===== src/rtl/joy_db9_reader_if.sv =====
// DB9 joystick chain pins together with the published button word.
// The master modport is the reader; the slave modport is the connector/consumer side.
interface joy_db9_reader_if #(
  parameter int NBITS = 16
);
  logic             JOY_LOAD;
  logic             JOY_CLK;
  logic             JOY_DATA;
  logic [NBITS-1:0] joy_data;
  logic             joy_valid;
  logic             busy;

  modport master (
    output JOY_LOAD, JOY_CLK, joy_data, joy_valid, busy,
    input  JOY_DATA
  );

  modport slave (
    input  JOY_LOAD, JOY_CLK, joy_data, joy_valid, busy,
    output JOY_DATA
  );
endinterface


===== src/rtl/joy_db9_reader.sv =====
// Master end of a 74HC165-style DB9 joystick chain: drives load/shift clock,
// deserializes the serial bits LSB first and publishes each frame with a strobe.
module joy_db9_reader #(
  parameter int CLK_DIV    = 8,
  parameter int NBITS      = 16,
  parameter bit ACTIVE_LOW = 1'b1
) (
  input  logic             clk_sys,
  input  logic             rst_n,
  input  logic             enable,
  joy_db9_reader_if.master joy
);

  localparam int DIV_W = (CLK_DIV > 1) ? $clog2(CLK_DIV) : 1;
  localparam int IDX_W = (NBITS > 1) ? $clog2(NBITS) : 1;

  typedef enum logic [1:0] {
    IDLE,
    LOAD,
    SHIFT,
    DONE
  } state_t;

  state_t           state, state_nxt;
  logic [DIV_W-1:0] div_cnt;
  logic             tick;
  logic [IDX_W-1:0] idx, idx_nxt;
  logic [NBITS-1:0] shreg, shreg_nxt;
  logic [NBITS-1:0] data_q, data_nxt;
  logic [1:0]       sync;
  logic             load_q, load_nxt;
  logic             clk_q, clk_nxt;
  logic             valid_q, valid_nxt;

  assign tick = (div_cnt == DIV_W'(CLK_DIV - 1));

  // One tick per half period of the shift clock.
  always_ff @(posedge clk_sys or negedge rst_n) begin
    if (!rst_n) begin
      div_cnt <= '0;
    end else if (tick) begin
      div_cnt <= '0;
    end else begin
      div_cnt <= div_cnt + DIV_W'(1);
    end
  end

  // JOY_DATA comes straight off the connector, so it is synchronized before use.
  always_ff @(posedge clk_sys or negedge rst_n) begin
    if (!rst_n) begin
      sync <= 2'b11;
    end else begin
      sync <= {sync[0], joy.JOY_DATA};
    end
  end

  always_ff @(posedge clk_sys or negedge rst_n) begin
    if (!rst_n) begin
      state   <= IDLE;
      idx     <= '0;
      shreg   <= '1;
      data_q  <= '0;
      load_q  <= 1'b1;
      clk_q   <= 1'b1;
      valid_q <= 1'b0;
    end else begin
      state   <= state_nxt;
      idx     <= idx_nxt;
      shreg   <= shreg_nxt;
      data_q  <= data_nxt;
      load_q  <= load_nxt;
      clk_q   <= clk_nxt;
      valid_q <= valid_nxt;
    end
  end

  // In LOAD the bit index doubles as the two-tick load-pulse counter.
  always_comb begin
    state_nxt = state;
    idx_nxt   = idx;
    shreg_nxt = shreg;
    data_nxt  = data_q;
    load_nxt  = load_q;
    clk_nxt   = clk_q;
    valid_nxt = 1'b0;
    if (tick) begin
      unique case (state)
        IDLE: begin
          if (enable) begin
            load_nxt  = 1'b0;
            clk_nxt   = 1'b0;
            idx_nxt   = '0;
            state_nxt = LOAD;
          end
        end
        LOAD: begin
          if (idx == IDX_W'(1)) begin
            load_nxt  = 1'b1;
            idx_nxt   = '0;
            state_nxt = SHIFT;
          end else begin
            idx_nxt = idx + IDX_W'(1);
          end
        end
        SHIFT: begin
          if (!clk_q) begin
            shreg_nxt[idx] = sync[1];
            clk_nxt        = 1'b1;
            if (idx == IDX_W'(NBITS - 1)) begin
              state_nxt = DONE;
            end
          end else begin
            clk_nxt = 1'b0;
            idx_nxt = idx + IDX_W'(1);
          end
        end
        DONE: begin
          data_nxt  = ACTIVE_LOW ? ~shreg : shreg;
          valid_nxt = 1'b1;
          state_nxt = IDLE;
        end
        default: state_nxt = IDLE;
      endcase
    end
  end

  assign joy.JOY_LOAD  = load_q;
  assign joy.JOY_CLK   = clk_q;
  assign joy.joy_data  = data_q;
  assign joy.joy_valid = valid_q;
  assign joy.busy      = (state != IDLE);

endmodule

===== src/flat_wrapper.sv =====
// flat-port wrapper written by rule: the top's interface ports become plain ports
module joy_db9_reader_flat 
#(
  parameter int CLK_DIV    = 8,
  parameter int NBITS      = 16,
  parameter bit ACTIVE_LOW = 1'b1
)
  (clk_sys, rst_n, enable, joy_JOY_LOAD, joy_JOY_CLK, joy_joy_data, joy_joy_valid, joy_busy, joy_JOY_DATA);
  joy_db9_reader_if #(.NBITS(NBITS)) joy_i ();
  input  logic clk_sys;
  input  logic rst_n;
  input  logic enable;
  output wire logic [$bits(joy_i.JOY_LOAD)-1:0] joy_JOY_LOAD;
  output wire logic [$bits(joy_i.JOY_CLK)-1:0] joy_JOY_CLK;
  output wire logic [$bits(joy_i.joy_data)-1:0] joy_joy_data;
  output wire logic [$bits(joy_i.joy_valid)-1:0] joy_joy_valid;
  output wire logic [$bits(joy_i.busy)-1:0] joy_busy;
  input wire logic [$bits(joy_i.JOY_DATA)-1:0] joy_JOY_DATA;
  assign joy_JOY_LOAD = joy_i.JOY_LOAD;
  assign joy_JOY_CLK = joy_i.JOY_CLK;
  assign joy_joy_data = joy_i.joy_data;
  assign joy_joy_valid = joy_i.joy_valid;
  assign joy_busy = joy_i.busy;
  assign joy_i.JOY_DATA = joy_JOY_DATA;
  joy_db9_reader #(.CLK_DIV(CLK_DIV), .NBITS(NBITS), .ACTIVE_LOW(ACTIVE_LOW)) u_core (.clk_sys(clk_sys), .rst_n(rst_n), .enable(enable), .joy(joy_i));
endmodule

===== config.mk =====
export PLATFORM = sky130hd
export DESIGN_NAME = joy_db9_reader_flat
export DESIGN_NICKNAME = d
export VERILOG_FILES = /design/src/rtl/joy_db9_reader_if.sv /design/src/rtl/joy_db9_reader.sv /design/src/flat_wrapper.sv
export SDC_FILE = /design/constraint.sdc
export NUM_CORES = 1
export LEC_CHECK = 0
export ABC_CLOCK_PERIOD_IN_PS = 2390
export CAP_MARGIN = 20
export CORE_ASPECT_RATIO = 0.8
export CORE_MARGIN = 2
export CORE_UTILIZATION = 30
export DETAILED_ROUTE_END_ITERATION = 8
export PLACE_DENSITY = 0.57
export SETUP_SLACK_MARGIN = 0.4
export SYNTH_ARGS = -nofsm -noshare
export SYNTH_HDL_FRONTEND = slang
export SYNTH_SLANG_ARGS = --single-unit
export TNS_END_PERCENT = 100

===== constraint.sdc =====
create_clock -name clk_sys -period 2.39 [get_ports clk_sys]
set_input_delay 0.3585 -clock clk_sys [delete_from_list [all_inputs] [get_ports clk_sys]]
set_output_delay 0.3585 -clock clk_sys [all_outputs]
set_load 0.05 [all_outputs]

==> Word level (Yosys, flattened, before mapping) <==
Index checks and enable logic that the tools add are counted.
{ "op_classes": {"n_bitwise": 2, "n_reduce_logical": 12, "eq_ne": 11, "order_cmp": 2, "n_mux": 20, "n_addsub": 2} }
{ "ops": {"columns": ["cell", "n"], "rows": [
  ["$bwmux 16", 1],
  ["$not 16->16", 1],
  ["$mux 4", 3],
  ["$pmux 4 s3", 1],
  ["$mux 2", 4],
  ["$pmux 2 s4", 1],
  ["$reduce_and 4->1", 2],
  ["$mux 1", 6],
  ["$ne 2x1->1 const B", 3],
  ["$reduce_and 3->1", 2],
  ["$reduce_bool 2->1", 3],
  ["$lt 4x5->1 const B", 1],
  ["$reduce_and 5->1", 1],
  ["$add 4x1->4 const B", 1],
  ["$demux 1 s4", 1],
  ["$eq 2x2->1 const B", 2],
  ["$eq 4x1->1 const B", 1],
  ["$eq 4x4->1 const B", 1],
  ["$ge 4x1->1 const B", 1],
  ["$ne 2x2->1 const B", 2],
  ["$pmux 1 s2", 2],
  ["$add 3x1->3 const B", 1],
  ["$eq 3x3->1 const B", 1],
  ["$mux 3", 1],
  ["6 further kinds", 6]
]} }
{ "totals": {"regBits": 46, "word_cells": 58} }

==> Depth between registers and ports, before layout <==
{ "depth": {"ltp_word": 5, "mapped_depth": 6, "mapped_depth_nobuf": 6} }

==> Worst setup path after synthesis <==
OpenSTA, ideal clock, no wires.
{ "synth_timing": {"kind": "reg-to-reg", "start": "register u_core.state[0]", "end": "register u_core.idx[3]", "path_slack_ps": 631, "arrival_time_ps": 1635, "period_less_slack_ps": 1759, "n_path_buf": 0, "path_stages_with_launch": 7, "path_cell_list": "dfrtp_1 inv_1 ha_1 or4b_1 o211ai_2 nor4_1 a211o_1"} }
{ "synth_between": {"elab_chain_cells": 3, "elab_cells_between_ends": 8, "cone_classes": "eq/ne (4); mux (1); reduce/logical (3)"} }
{ "synth_lines": {"columns": ["item", "line_no", "text"], "rows": [
  ["start: declaration", "joy_db9_reader.sv:24", "state_t state, state_nxt;"],
  ["start signal: assignment", "joy_db9_reader.sv:67", "state <= state_nxt;"],
  ["$eq 2x2->1 (tied with other cells)", "joy_db9_reader.sv:87", "unique case (state)"],
  ["$ne 2x1->1 (no line) (tied with other cells)", null, null],
  ["$reduce_and 4->1 (no line)", null, null],
  ["end signal: assignment", "joy_db9_reader.sv:68", "idx <= idx_nxt;"],
  ["end: declaration", "joy_db9_reader.sv:27", "logic [IDX_W-1:0] idx, idx_nxt;"]
]} }
Parallel ways exist; a longest one is shown, timed or not.
A chain may end at the register's enable or synchronous reset.

==> Worst setup path in the final report <==
Same ends and word-level chain as after synthesis.

==> metrics.md <==
| Metric | Value |
|---|---|
| Status | complete, no violations |
| Fin crit period | 1.84 ns |
| CP Capture Type | flip-flop |
| Initial antenna violation count | 0 |
| PD cells | between 1000 and 1500 mW/mm^2 |
| Tightest Pin Transition | slightly below 0.6 ns |
| Worst slew margin relative to its limit | 61.3% |
| Synth Flop Type | dfrtp_1 |
| Drt wl/cell | 11.7 um |
| Syn Inst Count | 172 |
| Final hold viol count | 0 |
| Vias/cell | between 4 and 5 |
| # nets final | 213 |
| Critical path peak fanout | 7 |
| Worst reg2reg path depth | 6 |
| IO buf count | 23 |
| Ports | 24 |
| TritonCTS buffer count | 5 |
| Setup crit start | u_core.state[0] |
| Critical Path End | u_core.idx[3] |
| Startpoint types | flip-flop |
| Die Wd | between 90 and 100 um |
| DRC | 0 |
| Grt ovf | 0 |
| Antenna Cells | 0 |
| Worst VDD drop | between 0.4 and 0.5 mV |
| Vias in the first global route | 1,227 |
| Root Buffer Master | clkbuf_8 |
| Critical Path AT | 2.01 ns |
| Avg Cell Area, Syn | ~12 um^2 |
| Fillers | 636 |
| Area grow syn2layout | 21.5% |
| Max-slew violations | 0 |
| Total track usage | just over 10% |
| Leak | between 1 and 1.5 nW |
| Register-to-register setup slack | 0.55 ns |
| Share of layout cells above drive strength 1 | between 20% and 30% |
| Netlist cell types | 29 |
| Initial Utilization | 31.2% |
| Fmax | ~540 MHz |
| Router iterations before antenna repair | 4 |
| Post-DP HPWL | 2280 um |
| Synth Warn # | 0 |
| Clock insertion delay at the later pin of the skew report | 0.29 ns |
| Chip Height | between 70 and 80 um |
| Final period util | 76.8% |
| Worst R2R Start | u_core.state[0] |
| Sequential element share of the synthesized area | 58.6% |
| # rows | 26 |
| Final GP Congestion | ~0.74 |
| Via count | 1,281 |
| Critical Path RT | 2.57 ns |
| Post-synth EDFFs | 0 |
| Overall power | 2.93 mW |
| CTS tree | done |
| Post-synthesis async set-or-reset flop share | 100% |
| Post-DRT Antenna Nets | 0 |
| Net Count, Synth | 187 |
| Cell Area, Synth | 0.00201 mm^2 |
| Largest net degree at the start of global routing | 47 |
| Hold buffers post-CTS | 0 |
| Seq cells post-synth | 46 |
| Worst-path clk slew | 0.08 ns |
| Setup CP Type | flip-flop to flip-flop |
| Final setup TNS | 0 ns |
| Reg2reg end | u_core.idx[3] |
| Tightest Hold Check Type | primary input to async pin |
| First-pass GRT wire length | 5840 um |
| RSZ-0062 raised after global routing | no |
| Worst Skew | around 0.0088 ns |
| Longest Clk Path Bufs | 2 |
| Post-Route WL | between 3000 and 4000 um |
| 1st-iter DRT viols | 63 |
| CTS H-tree lvls | 2 |
| CTS sink count | 46 |
| Final setup fails | 0 |
| Max_cap viols | 0 |
| Core area | 0.00644 mm^2 |
| Setup Buffers After CTS | 0 |
| Die Area | approximately 0.0074 mm^2 |
==> per-layer routing <==
layer | GRT usage (%) | vias to the layer above | wire, um
li1 | - | 639 | -
met1 | 14.6 | 622 | 1750
met2 | 14.4 | 15 | 1420
met3 | 3.24 | 5 | 99
met4 | 3.43 | 0 | 41
met5 | 0 | - | 0
==> Yosys cell counts (2+ instances only) <==
| cell | count | share of area (%) |
|---|---|---|
| dfrtp_1 | 26 | 32 |
| nand2_1 | 23 | 4.3 |
| dfstp_2 | 20 | 26 |
| o21ai_0 | 19 | 4.7 |
| mux2_2 | 18 | 10 |
| nor2_1 | 14 | 2.6 |
| ha_1 | 11 | 6.9 |
| inv_1 | 7 | 1.3 |
| clkbuf_1 | 4 | 0.75 |
| nor3_1 | 4 | 1.0 |
| a22o_1 | 3 | 1.3 |
| nand2b_1 | 3 | 0.94 |
| nor2b_1 | 3 | 0.94 |
| buf_2 | 2 | 0.50 |
==> power by group <==
group / internal, mW / switching, mW / total, mW
Sequential: 0.994 / 0.123 / 1.12
Clock: 0.312 / 0.251 / 0.563
Combinational: 0.416 / 0.838 / 1.25
Total: 1.72 / 1.21 / 2.93
==> cell families after synthesis <==
group | after synthesis | share of synthesized area (%)
AOI/OAI and AO/OA | 28 | 8.60
adders and majority gates | 11 | 6.86
buffers and inverters | 13 | 2.56
DFF | 46 | 58.6
muxes | 18 | 10.1
and+or+nand+nor | 56 | 13.3
==> worst min-delay path by stage <==
stage                   startpoint                      end  depth (start not counted)
floorplan                    rst_n        u_core.div_cnt[0]                          0
global placement    u_core.sync[0]           u_core.sync[1]                          0
detailed placement  u_core.sync[0]           u_core.sync[1]                          0
CTS                          rst_n  u_core.joy.joy_data[15]                          2
global route                 rst_n  u_core.joy.joy_data[15]                          2
finish                       rst_n          u_core.state[1]                          2
==> what timing repair did <==
| action | 4_1_cts | 5_1_grt |
|---|---|---|
| gates cloned | 0 | 0 |
| pin swaps | 0 | 0 |
| resized for setup | 2 | 5 |
| endpoints found under the setup margin | 2 | 7 |
==> per-stage QoR <==
| step | setup slack (ns) | utilization, % | hold WS, ns | instances | area (um^2) |
|---|---|---|---|---|---|
| 2_1_floorplan | 0.631 | - | 0.0629 | 172 | 2010 |
| 3_3_place_gp | 0.464 | 36.1 | 0.346 | 275 | 2330 |
| 3_5_place_dp | 0.439 | 36.1 | 0.347 | 275 | 2330 |
| 4_1_cts | 0.385 | 37.8 | 0.161 | 283 | 2430 |
| 5_1_grt | 0.426 | 37.9 | 0.190 | 283 | 2440 |
| 6_report | 0.555 | 37.9 | 0.144 | 283 | 2440 |
==> state kept, by name, summed over array words and instances, names as in the netlist <==
signal                count
u_core.state              2
u_core.idx                4
u_core.joy.joy_data      16
u_core.div_cnt            3
u_core.joy.joy_valid      1
u_core.sync               2
u_core.joy.JOY_CLK        1
u_core.shreg             16
u_core.joy.JOY_LOAD       1
==> critical path, cell delays in order (launching register included) <==
cell      delay (ns)
dfrtp_1         0.43
inv_1           0.09
ha_2            0.23
or4b_1          0.49
o211ai_2        0.13
nor4_1          0.08
a211o_1         0.28
==> cells in the final DEF, fill, tap and decap left out, types with 4 or more instances in the layout <==
master | synthesis | layout
dfrtp_1 | 26 | 26
nand2_1 | 23 | 23
dfstp_2 | 20 | 20
o21ai_0 | 19 | 19
clkdlybuf4s50_1 | 0 | 19
mux2_2 | 18 | 18
nor2_1 | 14 | 14
ha_1 | 11 | 9
inv_1 | 7 | 7
clkbuf_8 | 0 | 5
nor3_1 | 4 | 4
==> cell type report <==
cell class	instances	area (um^2)	share of cell area, %
clock inverters	2	37.5	1.54
inverters	7	26.3	1.08
repair buffers	25	236	9.70
flip-flops and latches	46	1180	48.2
well taps	84	105	4.31
clock buffers	6	72.6	2.98
multi-input cells	113	785	32.2
Note: power is estimated with default switching activity, not from simulation.
